**config.mk**
```make
export PLATFORM = sky130hd
export DESIGN_NAME = core_sequencer
export DESIGN_NICKNAME = d
export VERILOG_FILES = /design/src/rtl/core101_pkg.sv /design/src/rtl/core_seq_decoder.sv /design/src/rtl/core_sequencer.sv
export SDC_FILE = /design/constraint.sdc
export NUM_CORES = 1
export LEC_CHECK = 0
export BUFFER_PORTS_ARGS = -buffer_cell sky130_fd_sc_hd__buf_2
export CAP_MARGIN = 20
export CELL_PAD_IN_SITES_DETAIL_PLACEMENT = 0
export CELL_PAD_IN_SITES_GLOBAL_PLACEMENT = 1
export CORE_MARGIN = 5
export CORE_UTILIZATION = 29
export CTS_CLUSTER_SIZE = 14
export DETAILED_ROUTE_END_ITERATION = 10
export PLACE_DENSITY_LB_ADDON = 0.1
export SLEW_MARGIN = 5
export SYNTH_ARGS = -nofsm -noshare
export SYNTH_HDL_FRONTEND = slang
export SYNTH_SLANG_ARGS = --single-unit
```
**constraint.sdc**
```tcl
create_clock -name CLOCK_50 -period 2.5 [get_ports CLOCK_50]
set_clock_uncertainty 0.2 [all_clocks]
set_input_delay 0.25 -clock CLOCK_50 [delete_from_list [all_inputs] [get_ports CLOCK_50]]
set_output_delay 0.25 -clock CLOCK_50 [all_outputs]
set_load 0.01 [all_outputs]
```
**src/rtl/core101_pkg.sv**
```systemverilog
// Shared types and constants for the core sequencer slice:
// FSM states, ALU operation codes and RISC-V major opcodes.
package core101_pkg;

    typedef enum logic [2:0] {
        ST_IDLE,
        ST_FETCH,
        ST_DECODE,
        ST_EXECUTE,
        ST_WRITEBACK,
        ST_HALT
    } seq_state_t;

    localparam logic [3:0] ALU_ADD  = 4'd0;
    localparam logic [3:0] ALU_SUB  = 4'd1;
    localparam logic [3:0] ALU_AND  = 4'd2;
    localparam logic [3:0] ALU_OR   = 4'd3;
    localparam logic [3:0] ALU_XOR  = 4'd4;
    localparam logic [3:0] ALU_SLL  = 4'd5;
    localparam logic [3:0] ALU_SRL  = 4'd6;
    localparam logic [3:0] ALU_SRA  = 4'd7;
    localparam logic [3:0] ALU_SLT  = 4'd8;
    localparam logic [3:0] ALU_SLTU = 4'd9;

    localparam logic [6:0] OPC_OP     = 7'h33;
    localparam logic [6:0] OPC_OP_IMM = 7'h13;
    localparam logic [6:0] OPC_BRANCH = 7'h63;

    localparam logic [6:0] F7_BASE = 7'h00;
    localparam logic [6:0] F7_ALT  = 7'h20;

    // alt selects SUB for funct3=000 and SRA for funct3=101
    function automatic logic [3:0] alu_from_f3(
        input logic [2:0] f3,
        input logic       alt
    );
        logic [3:0] r;
        r = ALU_ADD;
        case (f3)
            3'b000:  r = alt ? ALU_SUB : ALU_ADD;
            3'b001:  r = ALU_SLL;
            3'b010:  r = ALU_SLT;
            3'b011:  r = ALU_SLTU;
            3'b100:  r = ALU_XOR;
            3'b101:  r = alt ? ALU_SRA : ALU_SRL;
            3'b110:  r = ALU_OR;
            default: r = ALU_AND;
        endcase
        return r;
    endfunction

    function automatic logic [31:0] b_imm(input logic [31:0] ir);
        return {{20{ir[31]}}, ir[7], ir[30:25], ir[11:8], 1'b0};
    endfunction

endpackage

```
**src/rtl/core_seq_decoder.sv**
```systemverilog
// Combinational instruction decoder for the core sequencer.
// Conditional branches are decoded only when CORE_SEQ_BRANCH_EN is defined.
module core_seq_decoder
    import core101_pkg::*;
(
    input  logic [6:0] opcode,
    input  logic [2:0] funct3,
    input  logic [6:0] funct7,
    output logic [3:0] alu_opcode,
    output logic       alu_sel_imm,
    output logic       wb_en,
    output logic       is_branch,
    output logic       illegal
);

    logic is_op;
    logic is_imm;
    logic is_br;
    logic f7_base;
    logic f7_alt;

    assign is_op   = (opcode == OPC_OP);
    assign is_imm  = (opcode == OPC_OP_IMM);
    assign is_br   = (opcode == OPC_BRANCH);
    assign f7_base = (funct7 == F7_BASE);
    assign f7_alt  = (funct7 == F7_ALT);

    always_comb begin
        alu_opcode  = ALU_ADD;
        alu_sel_imm = 1'b0;
        wb_en       = 1'b0;
        is_branch   = 1'b0;
        illegal     = 1'b0;
        unique case (1'b1)
            is_op: begin
                wb_en      = 1'b1;
                alu_opcode = alu_from_f3(funct3, funct7[5]);
                illegal    = !(f7_base ||
                               (f7_alt && (funct3 == 3'b000 ||
                                           funct3 == 3'b101)));
            end
            is_imm: begin
                alu_sel_imm = 1'b1;
                wb_en       = 1'b1;
                // only SRAI looks at funct7; other immediates own those bits
                alu_opcode  = alu_from_f3(funct3,
                                          funct3 == 3'b101 && funct7[5]);
                illegal     = (funct3 == 3'b001 && !f7_base) ||
                              (funct3 == 3'b101 && !f7_base && !f7_alt);
            end
            is_br: begin
`ifdef CORE_SEQ_BRANCH_EN
                is_branch = 1'b1;
                case (funct3)
                    3'b000, 3'b001: alu_opcode = ALU_SUB;
                    3'b100, 3'b101: alu_opcode = ALU_SLT;
                    3'b110, 3'b111: alu_opcode = ALU_SLTU;
                    default:        illegal    = 1'b1;
                endcase
`else
                illegal = 1'b1;
`endif
            end
            default: illegal = 1'b1;
        endcase
    end

endmodule

```
**src/rtl/core_sequencer.sv**
```systemverilog
// Multi-cycle fetch/decode/execute/writeback sequencer with sticky halt.
// Define CORE_SEQ_BRANCH_EN to enable conditional branch handling.
module core_sequencer
    import core101_pkg::*;
#(
    parameter logic [31:0] RESET_PC = 32'h0000_0000
) (
    input  logic        CLOCK_50,
    input  logic        RESET,
    input  logic [31:0] ins_mem_ins,
    input  logic        ins_mem_valid,
    output logic        ins_mem_req,
    output logic [31:0] ins_mem_addr,
    input  logic        stall_in,
    input  logic [31:0] alu_output,
    output logic [3:0]  alu_opcode,
    output logic        alu_sel_imm,
    output logic [31:0] imm_gen_input,
    output logic [4:0]  rf_rs1_addr,
    output logic [4:0]  rf_rs2_addr,
    output logic [4:0]  rf_rd_addr,
    output logic        rf_we,
    output logic        halt
);

    seq_state_t  state;
    logic [31:0] pc;
    logic [31:0] ir;
    logic        wb_en_q;
    logic        br_q;

    logic [3:0]  dec_alu_opcode;
    logic        dec_sel_imm;
    logic        dec_wb_en;
    logic        dec_branch;
    logic        dec_illegal;

    logic        br_taken;
    logic [31:0] br_target;
    logic [31:0] pc_next;

    core_seq_decoder u_decoder (
        .opcode      (ir[6:0]),
        .funct3      (ir[14:12]),
        .funct7      (ir[31:25]),
        .alu_opcode  (dec_alu_opcode),
        .alu_sel_imm (dec_sel_imm),
        .wb_en       (dec_wb_en),
        .is_branch   (dec_branch),
        .illegal     (dec_illegal)
    );

    // condition evaluated on the ALU result of the held compare op
    always_comb begin
        br_taken = 1'b0;
        case (ir[14:12])
            3'b000:         br_taken = (alu_output == 32'd0);
            3'b001:         br_taken = (alu_output != 32'd0);
            3'b100, 3'b110: br_taken = alu_output[0];
            3'b101, 3'b111: br_taken = !alu_output[0];
            default:        br_taken = 1'b0;
        endcase
    end

    assign br_target = pc + b_imm(ir);
    assign pc_next   = (br_q && br_taken) ? br_target : pc + 32'd4;

    always_ff @(posedge CLOCK_50) begin
        if (RESET) begin
            state       <= ST_IDLE;
            pc          <= RESET_PC;
            ir          <= 32'd0;
            ins_mem_req <= 1'b0;
            alu_opcode  <= ALU_ADD;
            alu_sel_imm <= 1'b0;
            wb_en_q     <= 1'b0;
            br_q        <= 1'b0;
            halt        <= 1'b0;
        end else if (!stall_in) begin
            unique case (state)
                ST_IDLE: begin
                    state       <= ST_FETCH;
                    ins_mem_req <= 1'b1;
                end
                ST_FETCH: begin
                    if (ins_mem_valid) begin
                        ir          <= ins_mem_ins;
                        state       <= ST_DECODE;
                        ins_mem_req <= 1'b0;
                    end
                end
                ST_DECODE: begin
                    if (dec_illegal) begin
                        state <= ST_HALT;
                        halt  <= 1'b1;
                    end else begin
                        alu_opcode  <= dec_alu_opcode;
                        alu_sel_imm <= dec_sel_imm;
                        wb_en_q     <= dec_wb_en;
                        br_q        <= dec_branch;
                        state       <= ST_EXECUTE;
                    end
                end
                ST_EXECUTE: begin
                    state <= ST_WRITEBACK;
                end
                ST_WRITEBACK: begin
                    if (br_q && br_taken && (br_target[1:0] != 2'b00)) begin
                        state <= ST_HALT;
                        halt  <= 1'b1;
                    end else begin
                        pc          <= pc_next;
                        state       <= ST_FETCH;
                        ins_mem_req <= 1'b1;
                    end
                end
                ST_HALT: begin
                    state       <= ST_HALT;
                    ins_mem_req <= 1'b0;
                    halt        <= 1'b1;
                end
                default: begin
                    state       <= ST_IDLE;
                    ins_mem_req <= 1'b0;
                end
            endcase
        end
    end

    assign rf_we = (state == ST_WRITEBACK) && wb_en_q && !stall_in && !RESET;

    assign ins_mem_addr  = pc;
    assign imm_gen_input = ir;
    assign rf_rs1_addr   = ir[19:15];
    assign rf_rs2_addr   = ir[24:20];
    assign rf_rd_addr    = ir[11:7];

endmodule

```
==> impl_metrics.json, run 1 <==
{
  "io_pins": 155,
  "antenna_cells": 0,
  "max-cap-violations": 0,
  "dieArea_mm2": 0.0133,
  "coreArea_mm2": 0.0109,
  "layout-drive-gt1-share_pct": 29.6,
  "slew_headroom_pct": 60.3,
  "synth_top_flop_cell": "dfxtp_1",
  "required_ns": 2.52,
  "path_clk_slew_ns": 0.07,
  "synthArstFlopShare_pct": 0,
  "setup_violations": 0,
  "r2r_start": "imm_gen_input[29]",
  "r2r_slack_ns": 0.11,
  "finish.utilization_pct": 41.1,
  "drc": 0,
  "drt-total-wl_um": 9110,
  "synth_cell_types": 41,
  "die_w_um": 116,
  "final_common_cell": "buf_2",
  "end_kind": "flip-flop",
  "min_period_over_period_pct": 95.5,
  "track_usage_pct": 14.0,
  "pwr_density_cell_mw_per_mm2": 511,
  "multi_input_area_mm2": 0.00155,
  "syn_avg_cell_area_um2": 8.13,
  "dr.pass1.iters": 4,
  "h-tree-depth": 3,
  "die_h_um": 116,
  "seqCellArea_mm2": 0.00146,
  "routedWlPerCell_um": 13.3,
  "synth_cells": 397,
  "place_congestion": 0.738,
  "antenna_found_initial": 0,
  "hold_path_class": "in -> reg",
  "r2r-end": "alu_sel_imm",
  "vias": 3155,
  "p_comb_share_pct": 8.0,
  "p_sw_uw": 527,
  "whs_endpoint": "imm_gen_input[29]",
  "cts_tree": "built",
  "initial_core_util_pct": 29.6,
  "ff2ff_path_depth": 5,
  "min_path_cells": 3,
  "synth-seq-cells": 73,
  "grt.overflow.total": 0,
  "dp_slack_ns": 0.0597,
  "cts_root_buf": "clkbuf_8",
  "cts_made_buffers": 9,
  "hold_viol": 0,
  "hpwl_um": 6500,
  "internal-power_uw": 1760,
  "netlist_area_mm2": 0.00323,
  "grt_pass1_wl_um": 15000,
  "max_freq_mhz": 419,
  "pwr-share-seq_pct": 52.2,
  "outcome": "complete, no violations",
  "period_needed_ns": 2.39,
  "arrival_ns": 2.41,
  "hp-start": "ins_mem_ins[29]",
  "clk_latency_ns": 0.34,
  "num_rows": 38,
  "most-common-layout-cells": "120 x buf_2, 79 x nand2_1, 73 x dfxtp_1",
  "drt-vias-per-instance": 4.59,
  "ys_warn_count": 0,
  "ir_worst_vdd_mv": 0.296,
  "ant_nets": 0,
  "fin_nets": 611,
  "io_buffers": 120,
  "path_max_fanout": 3,
  "drtIter0Drc": 118,
  "area_growth_pct": 38.5,
  "grt_start_max_net_pins": 33,
  "leakage_uw": 0.00192,
  "start_kind": "flip-flop",
  "switching_share_pct": 23.1,
  "fin_ws_ns": 0.113,
  "first_global_vias": 3058,
  "cts_max_path_buffers": 2,
  "synth_edf_count": 0,
  "yosysSeqAreaShare_pct": 45.3,
  "p_clk_share_pct": 39.8,
  "n_fill_cell": 1152,
  "clock-sinks": 73,
  "crit_type": "reg -> reg",
  "slew_viol_final": 0,
  "worst_slew_pin_slew_ns": 0.596
}
[flip-flops by register name, indices dropped and copies added, names as in the netlist]
signal         count
alu_opcode         4
alu_sel_imm        1
halt               1
imm_gen_input     32
ins_mem_addr      30
ins_mem_req        1
state              3
wb_en_q            1
[routing by layer]
layer / GRT usage, % / wire (um) / up-vias
li1: - / - / 1621
met1: 18.7 / 4360 / 1449
met2: 22.3 / 4110 / 75
met3: 3.50 / 518 / 10
met4: 4.23 / 122 / 0
met5: 0 / 0 / -
[worst max path at each step]
stage	end	depth (start not counted)	slack, ns	start
after floorplan	ins_mem_addr[31]	7	0.06	state[0]
after global placement	alu_sel_imm	5	0.09	imm_gen_input[29]
after detailed placement	alu_sel_imm	5	0.06	imm_gen_input[29]
after CTS	alu_opcode[1]	5	0.04	imm_gen_input[29]
after global routing	alu_sel_imm	5	-0.008	imm_gen_input[29]
final	alu_sel_imm	5	0.11	imm_gen_input[29]
[kinds of logic (layout without fill, tap and decap cells)]
family	count (synthesis)	after routing	synth area share (%)
AND/OR/NAND/NOR	181	181	27.9
flip-flops	73	73	45.3
AO/OA/AOI/OAI	69	69	11.1
buffers and inverters	45	194	7.52
XOR/XNOR	20	20	5.43
multiplexers	7	7	2.25
adder cells (fa/ha/maj)	1	1	0.388
other	1	2	0.116
[power by group through the flow]
stage / combinational, uW / clock [uW] / sequential [uW]
after detailed placement: 147 / 0 / 1220
final: 182 / 910 / 1190
after global placement: 147 / 0 / 1220
after floorplan: 76.9 / 0 / 1220
after global routing: 202 / 1020 / 1200
after CTS: 185 / 970 / 1190
[per-stage QoR]
step                 TNS, ns  instances  power [uW]  cell area (um2)  hold slack [ns]
finish                     0        687        2280             4470           0.0464
global route        -0.00829        687        2410             4470           0.0283
detailed placement         0        639        1370             3950            0.259
global placement           0        639        1370             3950            0.249
CTS                        0        686        2350             4450          0.00429
floorplan                  0        398        1300             3230            0.186
[timing repair]
action	in CTS	in global routing
endpoints found under the setup margin	0	9
hold buffers	31	0
resized for setup	0	3
endpoints found under the hold margin	31	0
buffers inserted	0	1
[worst max-delay path, cell delays in order, from the launching register on]
cell	delay, ns
dfxtp_1	0.33
or4_1	0.55
o32ai_2	0.22
nand4b_1	0.18
or4_4	0.47
mux2_1	0.33
[final cells by class]
class / instances / share of cell area, %
timing repair buffer: 171 / 24.0
clock inverter: 3 / 0.896
clock buffer: 13 / 3.33
multi-input combinational: 280 / 34.6
tap: 140 / 3.92
sequential: 73 / 32.7
inverter: 7 / 0.588
[Yosys cell counts, drive strengths merged, types with 2 or more instances]
| cell type | number | area [um2] |
|---|---|---|
| nand2 | 79 | 297 |
| dfxtp | 73 | 1460 |
| a21oi | 50 | 250 |
| nor2 | 28 | 105 |
| buf | 20 | 149 |
| clkbuf | 18 | 67.6 |
| o21ai | 14 | 70.1 |
| xnor2 | 14 | 123 |
| nand3 | 12 | 60.1 |
| nor3 | 10 | 50.1 |
| or3 | 10 | 62.6 |
| inv | 7 | 26.3 |
| nand4 | 7 | 65.1 |
| nor4 | 6 | 37.5 |
| xor2 | 6 | 52.6 |
| and3 | 5 | 31.3 |
| mux2i | 5 | 50.1 |
| nand2b | 5 | 31.3 |
| nor2b | 5 | 31.3 |
| or4 | 5 | 37.5 |
| and4 | 3 | 27.5 |
| mux2 | 2 | 22.5 |
| nor4b | 2 | 32.5 |
No activity file was read; power rests on OpenSTA's default activity.
==> run 2, diff against run 1 <==
--- a/config.mk
+++ b/config.mk
@@ -13,7 +13,7 @@
 export CORE_UTILIZATION = 29
 export CTS_CLUSTER_SIZE = 14
 export DETAILED_ROUTE_END_ITERATION = 10
-export PLACE_DENSITY_LB_ADDON = 0.1
+export PLACE_DENSITY_LB_ADDON = 0.05
 export SLEW_MARGIN = 5
 export SYNTH_ARGS = -nofsm -noshare
 export SYNTH_HDL_FRONTEND = slang
==> impl_metrics.json, run 2 (same netlist as run 1, synthesis figures left out) <==
{
  "cts_root_buf": "clkbuf_8",
  "multi_input_area_mm2": 0.00153,
  "whs_ns": 0.122,
  "fin_nets": 613,
  "path_clk_slew_ns": 0.08,
  "leakage_uw": 0.00192,
  "cts_made_buffers": 9,
  "cts_tree": "built",
  "max_freq_mhz": 420,
  "cts_max_path_buffers": 2,
  "ir_worst_vdd_mv": 0.224,
  "drc": 0,
  "track_usage_pct": 13.8,
  "io_pins": 155,
  "routedWlPerCell_um": 13.3,
  "rsz0062_at_grt": "false",
  "grt_pass1_wl_um": 14500,
  "die_w_um": 116,
  "first_global_vias": 2951,
  "required_ns": 2.55,
  "dieArea_mm2": 0.0133,
  "pwr_density_cell_mw_per_mm2": 498,
  "hpwl_um": 6370,
  "drtIter0Drc": 120,
  "io_buffers": 120,
  "largest_reg_flops": 32,
  "start_kind": "flip-flop",
  "min_period_over_period_pct": 95.2,
  "setup_tns_ns": 0,
  "crit_type": "reg -> reg",
  "num_rows": 38,
  "area_growth_pct": 38.6,
  "hold_viol": 0,
  "clock-sinks": 73,
  "vias": 3160,
  "final_common_cell": "buf_2",
  "most-common-layout-cells": "120 x buf_2, 79 x nand2_1, 73 x dfxtp_1",
  "slew_viol_final": 0,
  "end_kind": "flip-flop",
  "n_fill_cell": 1165,
  "antenna_cells": 0,
  "h-tree-depth": 3,
  "grt.overflow.total": 0,
  "seqCellArea_mm2": 0.00146,
  "outcome": "complete, no violations",
  "clk_latency_ns": 0.35,
  "path_max_fanout": 3,
  "hold_path_class": "in -> reg",
  "slew_headroom_pct": 57.8,
  "max-cap-violations": 0,
  "arrival_ns": 2.43,
  "worst_slew_pin_slew_ns": 0.633,
  "coreArea_mm2": 0.0109,
  "setup_violations": 0,
  "initial_core_util_pct": 29.6,
  "die_h_um": 116,
  "drt-total-wl_um": 9180,
  "ant_nets": 0,
  "layout-drive-gt1-share_pct": 29.5,
  "grt_start_max_net_pins": 48,
  "antenna_found_initial": 0,
  "dr.pass1.iters": 4,
  "finish.utilization_pct": 41.1,
  "place_congestion": 0.735,
  "drt-vias-per-instance": 4.59,
  "period_needed_ns": 2.38
}
[run 2: cell types whose count changed in the layout (fill, tap and decap cells not counted), sizes merged]
cell / previous run / this run
buf: 140 / 141
bufinv: 1 / 0
clkinv: 2 / 3
dlygate4sd3: 31 / 32
[run 2: per-layer routing]
metal | global-route usage, % | part of all wire (%) | vias to the layer above
met5 | 0 | 0 | -
met1 | 18.5 | 49 | 1439
met2 | 20.6 | 42 | 81
li1 | - | - | 1627
met4 | 7.43 | 2.2 | 0
met3 | 3.03 | 6.2 | 13
[run 2: repair_timing]
action                                 in CTS  in global routing
setup buffers                               0                  0
hold buffers                               32                  0
gates resized for setup                     0                  1
endpoints found under the hold margin      32                  0
setup endpoints to repair                   0                  4
[run 2: final timing paths]
| kind | start | endpoint | slack (ns) | cells past startpoint |
|---|---|---|---|---|
| worst max register to register | imm_gen_input[29] | alu_opcode[1] | 0.12 | 5 |
| worst min-delay path | ins_mem_valid | ins_mem_req | 0.12 | 4 |
| worst max-delay path | imm_gen_input[29] | alu_opcode[1] | 0.12 | 5 |
| worst min register to register | imm_gen_input[7] | imm_gen_input[7] | 0.26 | 2 |
[run 2: worst max-delay path, stage by stage, from the launching register on]
cell,delay (ns)
dfxtp_1,0.31
or4_1,0.53
o32ai_1,0.27
nand4b_1,0.18
or4_4,0.46
mux2_1,0.32
[run 2: cell type report]
type	instances	share of cell area, %
multi-input cells	280	34.3
clock inverters	3	0.336
repair buffers	173	24.7
well taps	140	3.91
inverters	7	0.587
flip-flops and latches	73	32.7
clock buffers	13	3.55
[run 2: stage by stage]
stage                     instance area (um2)  cells  total power, uW  worst slack (ns)
final                                    4470    689             2230             0.119
after global routing                     4470    689             2340            0.0142
after CTS                                4470    689             2270            0.0570
after detailed placement                 3980    641             1370            0.0678
after global placement                   3980    641             1370            0.0892
after floorplan                          3230    398             1300            0.0587
[run 2: power breakdown]
| part | switching, uW | internal, uW | leakage, uW | total, uW |
|---|---|---|---|---|
| registers | 13.3 | 1180 | 0.000589 | 1190 |
| logic | 90.5 | 93.2 | 0.00124 | 184 |
| clock network | 442 | 411 | 0.0000932 | 853 |
| total | 546 | 1680 | 0.00192 | 2230 |
==> run 3, diff against run 2 <==
--- a/config.mk
+++ b/config.mk
@@ -9,10 +9,12 @@
 export CAP_MARGIN = 20
 export CELL_PAD_IN_SITES_DETAIL_PLACEMENT = 0
 export CELL_PAD_IN_SITES_GLOBAL_PLACEMENT = 1
+export CORE_ASPECT_RATIO = 1.5
 export CORE_MARGIN = 5
 export CORE_UTILIZATION = 29
 export CTS_CLUSTER_SIZE = 14
 export DETAILED_ROUTE_END_ITERATION = 10
+export MAX_ROUTING_LAYER = met4
 export PLACE_DENSITY_LB_ADDON = 0.05
 export SLEW_MARGIN = 5
 export SYNTH_ARGS = -nofsm -noshare
==> impl_metrics.json, run 3 (same netlist as run 1, synthesis figures left out) <==
{
  "fin_nets": 609,
  "antenna_found_initial": 0,
  "drt-vias-per-instance": 4.58,
  "path_clk_slew_ns": 0.05,
  "min_period_over_period_pct": 94.7,
  "leakage_uw": 0.00193,
  "grt_pass1_wl_um": 15300,
  "hold_path_class": "in -> reg",
  "path_max_fanout": 3,
  "routedWlPerCell_um": 13.5,
  "p_sw_uw": 565,
  "max_freq_mhz": 422,
  "antenna_cells": 0,
  "cts_made_buffers": 9,
  "post_cts.repair.setup_buffers": 0,
  "io_buffers": 120,
  "initial_core_util_pct": 29.4,
  "p_comb_share_pct": 7.0,
  "h-tree-depth": 3,
  "hpwl_um": 6640,
  "switching_share_pct": 22.1,
  "ir_worst_vdd_mv": 0.327,
  "max-cap-violations": 0,
  "cts_max_path_buffers": 2,
  "area_growth_pct": 40.2,
  "die_h_um": 139,
  "whs_ns": 0.149,
  "period_needed_ns": 2.37,
  "end_kind": "flip-flop",
  "die_w_um": 96.1,
  "crit_type": "reg -> reg",
  "crit_slowest_cell": "or4_1",
  "slew_headroom_pct": 51.3,
  "final_common_cell": "buf_2",
  "drtIter0Drc": 73,
  "layout-drive-gt1-share_pct": 28.7,
  "p_clk_share_pct": 46.2,
  "pwr_density_cell_mw_per_mm2": 564,
  "outcome": "complete, no violations",
  "coreArea_mm2": 0.0110,
  "crit_path_max_incr_delay_ns": 0.55,
  "place_congestion": 0.746,
  "largest_reg_flops": 32,
  "slew_viol_final": 0,
  "track_usage_pct": 14.9,
  "pwr-share-seq_pct": 46.8,
  "first_global_vias": 3113,
  "dieArea_mm2": 0.0134,
  "worst_slew_pin_slew_ns": 0.730,
  "rsz0062_at_grt": "false",
  "num_rows": 47,
  "hold_viol": 0,
  "ant_nets": 0,
  "drt-total-wl_um": 9330,
  "cts_tree": "built",
  "start_kind": "flip-flop",
  "io_pins": 155,
  "setup_tns_ns": 0,
  "crit_buf_inv": 0,
  "cts_root_buf": "clkbuf_16",
  "setup_violations": 0,
  "path_cells": "or4_1, o32ai_2, nand4b_1, or4_4, mux2_1",
  "grt.overflow.total": 0,
  "vias": 3158,
  "dr.pass1.iters": 4,
  "drc": 0,
  "clock-sinks": 73,
  "internal-power_uw": 1990,
  "arrival_ns": 2.38,
  "cp_top_family": "simple AND/OR/NAND/NOR gates",
  "required_ns": 2.51,
  "grt_start_max_net_pins": 41,
  "clk_latency_ns": 0.33,
  "most-common-layout-cells": "120 x buf_2, 79 x nand2_1, 73 x dfxtp_1"
}
## run 3: changes by cell type in the layout (fill, tap and decap cells not counted)
cell and change:
clkbuf_1 +1, clkbuf_16 +9, clkinv_2 -3, buf_4 -2, clkbuf_8 -9, buf_12 -2, o32ai_2 +1, o32ai_1 -1
## run 3: metrics by stage
stage	power [uW]	area [um2]	utilization, %	cells	setup slack (ns)
3_5_place_dp	1360	3930	35.7	644	0.0215
4_1_cts	2610	4510	41.1	690	0.0137
2_1_floorplan	1300	3230	-	398	0.0587
6_report	2550	4530	41.2	690	0.133
5_1_grt	2670	4530	41.2	690	0.0354
3_3_place_gp	1360	3930	35.7	644	0.0547
## run 3: area by class of cell
class                   count  area, um2
inverters                   7       26.3
well taps                 147        184
flip-flops and latches     73       1460
fillers                  1186       6470
multi-input cells         280       1540
clock buffers              14        264
repair buffers            169       1050
## run 3: layer usage
layer | vias to the layer above | wire length [um] | global-route usage, %
met3 | 7 | 468 | 3.13
met2 | 74 | 4860 | 25.0
met4 | 0 | 106 | 5.62
met1 | 1466 | 3890 | 17.0
li1 | 1611 | - | -
met5 | - | 0 | -
## run 3: path summary, 6_finish.rpt
path                     start                 to  slack, ns  cells past startpoint
max          imm_gen_input[29]      alu_opcode[1]       0.13                      5
min              ins_mem_valid           state[0]       0.15                      4
max reg2reg  imm_gen_input[29]      alu_opcode[1]       0.13                      5
min reg2reg  imm_gen_input[16]  imm_gen_input[16]       0.26                      2
## run 3: worst register-to-register path, stage by stage, from the launching register on
cell	delay [ns]
dfxtp_1	0.32
or4_1	0.55
o32ai_2	0.24
nand4b_1	0.16
or4_4	0.46
mux2_1	0.32
## run 3: repair_timing
| item | CTS | global route |
|---|---|---|
| hold buffers | 32 | 0 |
| setup endpoints to repair | 0 | 4 |
| endpoints found under the hold margin | 32 | 0 |
| gates resized for setup | 0 | 2 |
## run 3: power by group through the flow
| stage | Sequential (uW) | Clock, uW | Combinational [uW] |
|---|---|---|---|
| 2_1_floorplan | 1220 | 0 | 76.9 |
| 3_3_place_gp | 1220 | 0 | 142 |
| 3_5_place_dp | 1220 | 0 | 142 |
| 4_1_cts | 1190 | 1230 | 181 |
| 5_1_grt | 1200 | 1270 | 199 |
| 6_report | 1190 | 1180 | 179 |
